### src/rtl/gf180mcu_osu_sc_gp9t3v3__arb_pkg.sv
// Shared types and constants for the 2:1 mux select arbiter.
// Holds the arbiter state encoding, the mux select encodings and small helpers.
package gf180mcu_osu_sc_gp9t3v3__arb_pkg;

    typedef enum logic [1:0] {
        ST_IDLE    = 2'b00,
        ST_SWITCH  = 2'b01,
        ST_GRANT_A = 2'b10,
        ST_GRANT_B = 2'b11
    } arb_state_e;

    localparam logic SEL_A = 1'b0;
    localparam logic SEL_B = 1'b1;

    // Grant state that matches a given mux select value.
    function automatic arb_state_e grant_state(input logic side);
        return side ? ST_GRANT_B : ST_GRANT_A;
    endfunction

    function automatic int max_int(input int a, input int b);
        return (a > b) ? a : b;
    endfunction

endpackage

### src/rtl/gf180mcu_osu_sc_gp9t3v3__dwellcnt.sv
// Saturating dwell counter with synchronous clear and enable.
// Times both the dead interval after a select change and the grant hold interval.
module gf180mcu_osu_sc_gp9t3v3__dwellcnt #(
    parameter int CNT_W = 4
) (
    input  logic             clk,
    input  logic             r,
    input  logic             clr,
    input  logic             en,
    output logic [CNT_W-1:0] cnt
);

    logic [CNT_W-1:0] cnt_q;
    logic [CNT_W-1:0] cnt_d;

    // Next count: clear wins, otherwise count up and stick at all-ones.
    always_comb begin
        cnt_d = cnt_q;
        if (clr) begin
            cnt_d = '0;
        end else if (en && (cnt_q != {CNT_W{1'b1}})) begin
            cnt_d = cnt_q + CNT_W'(1);
        end else begin
            cnt_d = cnt_q;
        end
    end

    // Count register with synchronous reset.
    always_ff @(posedge clk) begin
        if (r) begin
            cnt_q <= '0;
        end else begin
            cnt_q <= cnt_d;
        end
    end

    assign cnt = cnt_q;

endmodule

### src/rtl/gf180mcu_osu_sc_gp9t3v3__mux2arb_1.sv
// Round-robin select controller for a downstream 2:1 mux cell.
// Holds SEL stable during a grant and forces dead cycles (both grants low) on every SEL change.
module gf180mcu_osu_sc_gp9t3v3__mux2arb_1
    import gf180mcu_osu_sc_gp9t3v3__arb_pkg::*;
#(
    parameter int HOLD_MIN = 2,
    parameter int DEAD     = 1,
    parameter int CNT_W    = 4
) (
    input  logic CLK,
    input  logic R,
    input  logic REQA,
    input  logic REQB,
    input  logic DONE,
    output logic SEL,
    output logic GNTA,
    output logic GNTB,
    output logic BUSY
);

    localparam int HOLD_EFF = (HOLD_MIN < 1) ? 1 : HOLD_MIN;
    localparam int CNT_MAX  = (2 ** CNT_W) - 1;

    if (DEAD < 1) begin : g_bad_dead
        $error("DEAD must be at least 1");
    end
    if (CNT_MAX < max_int(HOLD_MIN, DEAD)) begin : g_bad_cnt_w
        $error("CNT_W too narrow for HOLD_MIN/DEAD");
    end

    localparam logic [CNT_W:0] HOLD_LIM = (CNT_W+1)'(HOLD_EFF);
    localparam logic [CNT_W:0] DEAD_LIM = (CNT_W+1)'(DEAD);

    arb_state_e       state_q, state_d;
    logic             sel_q, sel_d;
    logic             last_q, last_d;
    logic             gnta_q, gnta_d;
    logic             gntb_q, gntb_d;
    logic             busy_q, busy_d;
    logic [CNT_W-1:0] cnt;
    logic [CNT_W:0]   cnt_inc;
    logic             cnt_clr;
    logic             cnt_en;
    logic             win;
    logic             side;
    logic             mine_req;
    logic             other_req;

    assign cnt_inc = {1'b0, cnt} + (CNT_W+1)'(1);

    // Next-state, select and round-robin pointer logic.
    always_comb begin
        state_d   = state_q;
        sel_d     = sel_q;
        last_d    = last_q;
        win       = 1'b0;
        side      = state_q[0];
        mine_req  = state_q[0] ? REQB : REQA;
        other_req = state_q[0] ? REQA : REQB;
        case (state_q)
            ST_IDLE: begin
                if (REQA || REQB) begin
                    if (REQA && REQB) begin
                        win = ~last_q;
                    end else begin
                        win = REQB ? SEL_B : SEL_A;
                    end
                    if (win == sel_q) begin
                        state_d = grant_state(win);
                    end else begin
                        sel_d   = win;
                        state_d = ST_SWITCH;
                    end
                end else begin
                    state_d = ST_IDLE;
                end
            end
            ST_SWITCH: begin
                // Requests are only rechecked for the side the mux now points at.
                if (cnt_inc >= DEAD_LIM) begin
                    if ((sel_q == SEL_B) ? REQB : REQA) begin
                        state_d = grant_state(sel_q);
                    end else begin
                        state_d = ST_IDLE;
                    end
                end else begin
                    state_d = ST_SWITCH;
                end
            end
            ST_GRANT_A, ST_GRANT_B: begin
                if ((DONE && (cnt_inc >= HOLD_LIM)) || !mine_req) begin
                    last_d = side;
                    if (other_req) begin
                        sel_d   = ~side;
                        state_d = ST_SWITCH;
                    end else begin
                        state_d = ST_IDLE;
                    end
                end else begin
                    state_d = state_q;
                end
            end
            default: begin
                state_d = ST_IDLE;
            end
        endcase
    end

    // Counter restarts on every state change so it measures time spent in the current state.
    always_comb begin
        cnt_clr = (state_d != state_q) || (state_q == ST_IDLE);
        cnt_en  = (state_q != ST_IDLE);
        gnta_d  = (state_d == ST_GRANT_A);
        gntb_d  = (state_d == ST_GRANT_B);
        busy_d  = (state_d != ST_IDLE);
    end

    gf180mcu_osu_sc_gp9t3v3__dwellcnt #(
        .CNT_W (CNT_W)
    ) u_dwellcnt (
        .clk (CLK),
        .r   (R),
        .clr (cnt_clr),
        .en  (cnt_en),
        .cnt (cnt)
    );

    // State and output registers; reset leaves last=B so A wins the first tie.
    always_ff @(posedge CLK) begin
        if (R) begin
            state_q <= ST_IDLE;
            sel_q   <= SEL_A;
            last_q  <= SEL_B;
            gnta_q  <= 1'b0;
            gntb_q  <= 1'b0;
            busy_q  <= 1'b0;
        end else begin
            state_q <= state_d;
            sel_q   <= sel_d;
            last_q  <= last_d;
            gnta_q  <= gnta_d;
            gntb_q  <= gntb_d;
            busy_q  <= busy_d;
        end
    end

    assign SEL  = sel_q;
    assign GNTA = gnta_q;
    assign GNTB = gntb_q;
    assign BUSY = busy_q;

endmodule

### config.mk
export PLATFORM = sky130hd
export DESIGN_NAME = gf180mcu_osu_sc_gp9t3v3__mux2arb_1
export DESIGN_NICKNAME = d
export VERILOG_FILES = /design/src/rtl/gf180mcu_osu_sc_gp9t3v3__arb_pkg.sv /design/src/rtl/gf180mcu_osu_sc_gp9t3v3__dwellcnt.sv /design/src/rtl/gf180mcu_osu_sc_gp9t3v3__mux2arb_1.sv
export SDC_FILE = /design/constraint.sdc
export NUM_CORES = 1
export LEC_CHECK = 0
export CORE_AREA = 2 2 48 50
export CTS_BUF_LIST = sky130_fd_sc_hd__clkbuf_8
export CTS_CLUSTER_SIZE = 14
export DETAILED_ROUTE_END_ITERATION = 16
export DIE_AREA = 0 0 50 52
export HOLD_SLACK_MARGIN = 0.08
export PLACE_DENSITY = 0.64
export SETUP_SLACK_MARGIN = 0.5
export SLEW_MARGIN = 20
export SYNTH_ARGS = -nofsm -noshare
export SYNTH_HDL_FRONTEND = slang
export SYNTH_SLANG_ARGS = --single-unit
### constraint.sdc
create_clock -name CLK -period 2.4 [get_ports CLK]
set_input_delay 0.72 -clock CLK [delete_from_list [all_inputs] [get_ports CLK]]
set_output_delay 0.72 -clock CLK [all_outputs]
set_load 0.05 [all_outputs]
Word level (Yosys, flattened, before mapping)

Cells that the tools add are included.

$add $sub $neg: 2
Magnitude comparators: 2
Equality and inequality tests: 12
Muxes and demuxes: 21
Bitwise gates (word level): 2
Reductions and logical operators: 15

Operator list:

| kind                  | number |
|---|---|
| $mux W1               | 14 |
| $mux W2               | 5 |
| $eq A2 B2 Y1 const B  | 4 |
| $ne A2 B2 Y1 const B  | 4 |
| $pmux W2 S3           | 1 |
| $reduce_bool A2 Y1    | 3 |
| $add A4 B1 Y5 const B | 1 |
| $ge A5 B1 Y1 const B  | 1 |
| $ge A5 B2 Y1 const B  | 1 |
| $reduce_and A5 Y1     | 1 |
| $add A4 B1 Y4 const B | 1 |
| $ne A4 B4 Y1 const B  | 1 |
| $reduce_or A2 Y1      | 2 |
| $logic_and A1 B1 Y1   | 3 |
| $logic_or A1 B1 Y1    | 3 |
| $eq A2 B1 Y1 const B  | 1 |
| $logic_not A2 Y1      | 1 |
| $ne A2 B2 Y1          | 1 |
| $not A1 Y1            | 2 |
| $pmux W1 S2           | 1 |
| $reduce_and A2 Y1     | 1 |
| $eq A1 B1 Y1          | 1 |
| $logic_not A1 Y1      | 1 |

Register bits: 11
Output and inout port bits: 4
Logic and storage cells: 61

Longest topological paths before layout

Depth in word-level cells: 11
Mapped depth: 8

Hierarchy

From an unflattened synthesis, not the netlist that was laid out.

Cell total of the unflattened synthesis: 94
Area total of the unflattened synthesis: 768.2 um^2

Modules (own cells, without submodules):

| module                             | times used | cells an instance | area each (um^2) | sequential area each (um^2) |
|---|---|---|---|---|
| gf180mcu_osu_sc_gp9t3v3__mux2arb_1 | 1          | 72                | 579.3            | 140.1 |
| gf180mcu_osu_sc_gp9t3v3__dwellcnt  | 1          | 22                | 188.9            | 80.1 |

Worst setup path before layout

Ideal clock, no wire load.

Path kind: input -> register
Start point: in REQB
End point: reg sel_q (netlist: SEL)
Library setup time: 0.091 ns
Arrival time: 1.885 ns
Required time: 2.309 ns
Slack: 0.424 ns
Stages on the path: 8
Cells stage by stage: buf_6 > nand2_1 > ha_1 > mux2i_1 > or3_1 > o21ai_0 > a21oi_1 > a311oi_1

Word-level cells in the longest chain between the ends: 7

RTL lines:

| item                                                              | line                                                                               | source |
|---|---|---|
| start, declared                                                   | gf180mcu_osu_sc_gp9t3v3__mux2arb_1.sv:13                                           | `input logic REQB,` |
| $mux W1 or $logic_and A1 B1 Y1 (tied branches)                    | gf180mcu_osu_sc_gp9t3v3__mux2arb_1.sv:66, gf180mcu_osu_sc_gp9t3v3__mux2arb_1.sv:63 |  |
| $mux W1                                                           | gf180mcu_osu_sc_gp9t3v3__mux2arb_1.sv:63                                           | `if (REQA && REQB) begin` |
| $mux W1                                                           | gf180mcu_osu_sc_gp9t3v3__mux2arb_1.sv:62                                           | `if (REQA \|\| REQB) begin` |
| $mux W1                                                           | gf180mcu_osu_sc_gp9t3v3__mux2arb_1.sv:60                                           | `case (state_q)` |
| $eq A1 B1 Y1 or $mux W1 (tied branches)                           | gf180mcu_osu_sc_gp9t3v3__mux2arb_1.sv:68                                           | `if (win == sel_q) begin` |
| $ne A2 B2 Y1 (no source line) or $mux W1 (tied branches)          | --                                                                                 |  |
| $reduce_and A5 Y1 (no source line) or $pmux W1 S2 (tied branches) | --                                                                                 |  |
| end signal, assigned                                              | gf180mcu_osu_sc_gp9t3v3__mux2arb_1.sv:139                                          | `sel_q <= sel_d;` |
| end, declared                                                     | gf180mcu_osu_sc_gp9t3v3__mux2arb_1.sv:35                                           | `logic sel_q, sel_d;` |

Parallel ways exist; a longest one is shown, timed or not. The select of a mux whose other input is x is not followed.
A chain may end at the register's enable or synchronous reset.

Worst setup path in the final report

Start point: reg u_dwellcnt.cnt_q[0] (netlist: u_dwellcnt.cnt[0])
End point: reg last_q

Word-level cells in the longest chain between the ends: 5

RTL lines:

| item                               | line                                      | source |
|---|---|---|
| start, declared                    | gf180mcu_osu_sc_gp9t3v3__dwellcnt.sv:13   | `logic [CNT_W-1:0] cnt_q;` |
| start signal, assigned             | gf180mcu_osu_sc_gp9t3v3__dwellcnt.sv:33   | `cnt_q <= cnt_d;` |
| $add A4 B1 Y5                      | gf180mcu_osu_sc_gp9t3v3__mux2arb_1.sv:49  | `assign cnt_inc = {1'b0, cnt} + (CNT_W+1)'(1);` |
| net cnt_inc[0]                     | gf180mcu_osu_sc_gp9t3v3__mux2arb_1.sv:41  | `logic [CNT_W:0] cnt_inc;` |
| $ge A5 B2 Y1                       | gf180mcu_osu_sc_gp9t3v3__mux2arb_1.sv:91  | `if ((DONE && (cnt_inc >= HOLD_LIM)) \|\| !mine_req) begin` |
| $logic_and A1 B1 Y1                | gf180mcu_osu_sc_gp9t3v3__mux2arb_1.sv:91  |  |
| $logic_or A1 B1 Y1                 | gf180mcu_osu_sc_gp9t3v3__mux2arb_1.sv:91  |  |
| $reduce_and A2 Y1 (no source line) | --                                        |  |
| end signal, assigned               | gf180mcu_osu_sc_gp9t3v3__mux2arb_1.sv:140 | `last_q <= last_d;` |
| end, declared                      | gf180mcu_osu_sc_gp9t3v3__mux2arb_1.sv:36  | `logic last_q, last_d;` |

The timed path passes the listed nets, and every way through them passes these cells.

==> reports/metrics.cfg <==
[power]
p_int_uw = 537
leakage_uw = 0.000384
switching_share = 0.429
pwr-share-seq = 0.309
power_density_mw_per_mm2 = 935
p_switching_uw = 404
p_clk_frac = 0.186
ir_worst_vdd_v = 0.000628
p_total_uw = 940
pwr-share-comb = 0.504

[clock_network]
cts_sinks = 11
htreeDepth = 1
tritoncts = built
cts_buffers = 3
path_clk_slew_ns = 0.05
cts_buffer_depth = 2
cts-root-buf = clkbuf_8
cts_hold_buf = 0
clock_latency_ns = 0.23

[setup_path]
arrival_ns = 1.95
crit_type = flop to flop
reg2reg_setup_slack_ns = 0.57
r2r_end = last_q$_SDFFE_PP1P_
cp-start-kind = flop
endpoint_kind = flop
reg2reg_from = u_dwellcnt.cnt[0]$_SDFFE_PP0P_
worst-path-max-fanout = 4
r2r_cells = 7
cp.required_ns = 2.52

[hold_path]
hold_class = flop to flop
min_path_cells = 1
min_from = last_q$_SDFFE_PP1P_
holdPathEnd = last_q$_SDFFE_PP1P_

[timing]
slew_viol_final = 0
setup_slack_ns = 0.573
setup_viol = 0
hold_viol_final = 0
period_minus_slack_ns = 1.83
rsz0062_at_grt = yes
period_share = 0.761
hold_ws_ns = 0.514
fmaxAchievable_mhz = 547
worst_pin_slew_ns = 0.510
fin_skew_ns = 0.000911
slew_headroom = 0.661

[yosys]
synth-seq-cells = 11
yosysWarnings = 0
yosysTopAreaCellShare = 0.274
ys_top_cells_by_area = dfxtp_1 (27%), ha_1 (6.2%), nand2_1 (4.2%)
synth_nets = 99
yosys_most_used_dff = dfxtp_1
synth-seq-area-share = 0.274
ys_async_sr_fraction = 0
syn_area_um2 = 805
synth-edff-count = 0
synth_common_cells = dfxtp_1 (11), nand2_1 (9), nor2_1 (8)
syn_inst = 90
post-synth-top-count-cell = dfxtp_1
syn_avg_cell_area_um2 = 8.94
synthDistinctLibCells = 43
synth_top_area_cell = dfxtp_1

[status]
outcome = finished clean

[placed_design]
port_buffers = 8
gp_congestion = 0.807
place_ws_ns = -0.0407
post-dp-hpwl_um = 1270

[cells_and_area]
finish.utilization = 0.478
area_delta_synth_final_pct = 25.0
drive_above_1_share = 0.388
diodes = 0
num-nets-final = 113
fill_cells = 199

[die]
die_area_mm2 = 0.00260
fp.dieW_um = 50
io-pin-count = 9
core_area_mm2 = 0.00211
die_y_um = 52
start_util = 0.382
fp-row-count = 17

[global_routing]
grtUsageTotal = 0.152
gr-total-overflow = 0
grt_max_degree = 14
antenna_found_initial = 0
first_global_vias = 680
grt_pass1_wl_um = 2990

[detailed_routing]
drt_iter0_drc = 16
wl_um = 1730
drc = 0
via_count = 711
ant_nets = 0
drt_pass1_iterations = 4
wire_per_inst_um = 13.2
via_per_inst = 5.43

[job]
drv_cap = 0

==> layer usage <==
metal  vias up  GRT usage  part of all wire
met5         -          0                 0
met4         0     0.0833             0.020
met3         5     0.0230             0.029
met2        11      0.248              0.48
met1       340      0.190              0.47
li1        355          -                 -
==> cells by family (layout without fill, tap and decap cells) <==
logic type,Yosys count,count (layout),share of synthesized area
fa+ha+maj,4,4,0.0622
xor+xnor,1,1,0.0109
flops,11,11,0.274
buf+inv,9,22,0.0855
mux,7,7,0.0964
compound gates,22,22,0.215
simple gates,36,36,0.257
==> power by group through the flow <==
stage | combinational [uW] | sequential [uW] | clock (uW)
6_report | 474 | 291 | 175
2_1_floorplan | 310 | 348 | 0
3_5_place_dp | 452 | 292 | 0
5_1_grt | 521 | 298 | 195
3_3_place_gp | 446 | 292 | 0
4_1_cts | 455 | 288 | 185
==> critical path, cell delays in order, from the launching register on <==
cell	delay, ns
dfxtp_4	0.36
inv_2	0.06
ha_4	0.25
or3_4	0.40
nor2_2	0.10
a21o_1	0.22
nor2_1	0.06
a211o_1	0.26
==> worst max-delay path by stage <==
stage / start / to / slack, ns / cells after the start
global placement: REQB / GNTA$_SDFF_PP0_ / -0.01 / 7
finish: u_dwellcnt.cnt[0]$_SDFFE_PP0P_ / last_q$_SDFFE_PP1P_ / 0.57 / 7
detailed placement: REQA / SEL$_SDFFE_PP0P_ / -0.04 / 9
global route: u_dwellcnt.cnt[0]$_SDFFE_PP0P_ / GNTA$_SDFF_PP0_ / 0.48 / 7
CTS: SEL$_SDFFE_PP0P_ / SEL / 0.47 / 1
floorplan: REQB / SEL$_SDFFE_PP0P_ / 0.50 / 8
==> layout make-up <==
class | instances | area [um^2] | share of cell area
multi-input combinational | 70 | 579 | 0.576
timing repair buffer | 13 | 101 | 0.101
tap | 28 | 35.0 | 0.0348
clock inverter | 1 | 3.75 | 0.00373
sequential | 11 | 226 | 0.225
clock buffer | 3 | 41.3 | 0.0410
inverter | 5 | 18.8 | 0.0187
==> repair_timing <==
action,CTS,global route
pin swaps,5,8
buffers inserted,1,2
gates resized for setup,13,15
setup endpoints to repair,15,11
==> placed cells by master (no fill, tap or decap), types with 3 or more instances in the layout <==
cell type,count
nand2_1,7
nor2_1,7
dlygate4sd2_1,3
mux2i_1,3
a21oi_1,4
nor4_2,4
inv_1,4
o21ai_0,3
dfxtp_1,8
clkbuf_8,3
buf_4,5
==> state kept, by name, summed over array words and instances, names as in the netlist <==
| name | count |
|---|---|
| SEL | 1 |
| last_q | 1 |
| GNTB | 1 |
| state_q | 2 |
| GNTA | 1 |
| BUSY | 1 |
| u_dwellcnt.cnt | 4 |
==> per-stage QoR <==
stage                     TNS (ns)  area [um^2]  cells
final                            0         1010    131
after global routing             0         1010    131
after CTS                        0          963    129
after detailed placement   -0.0459          901    124
after global placement     -0.0147          901    124
after floorplan                  0          821     90
Power figures use the tool's default switching activity.
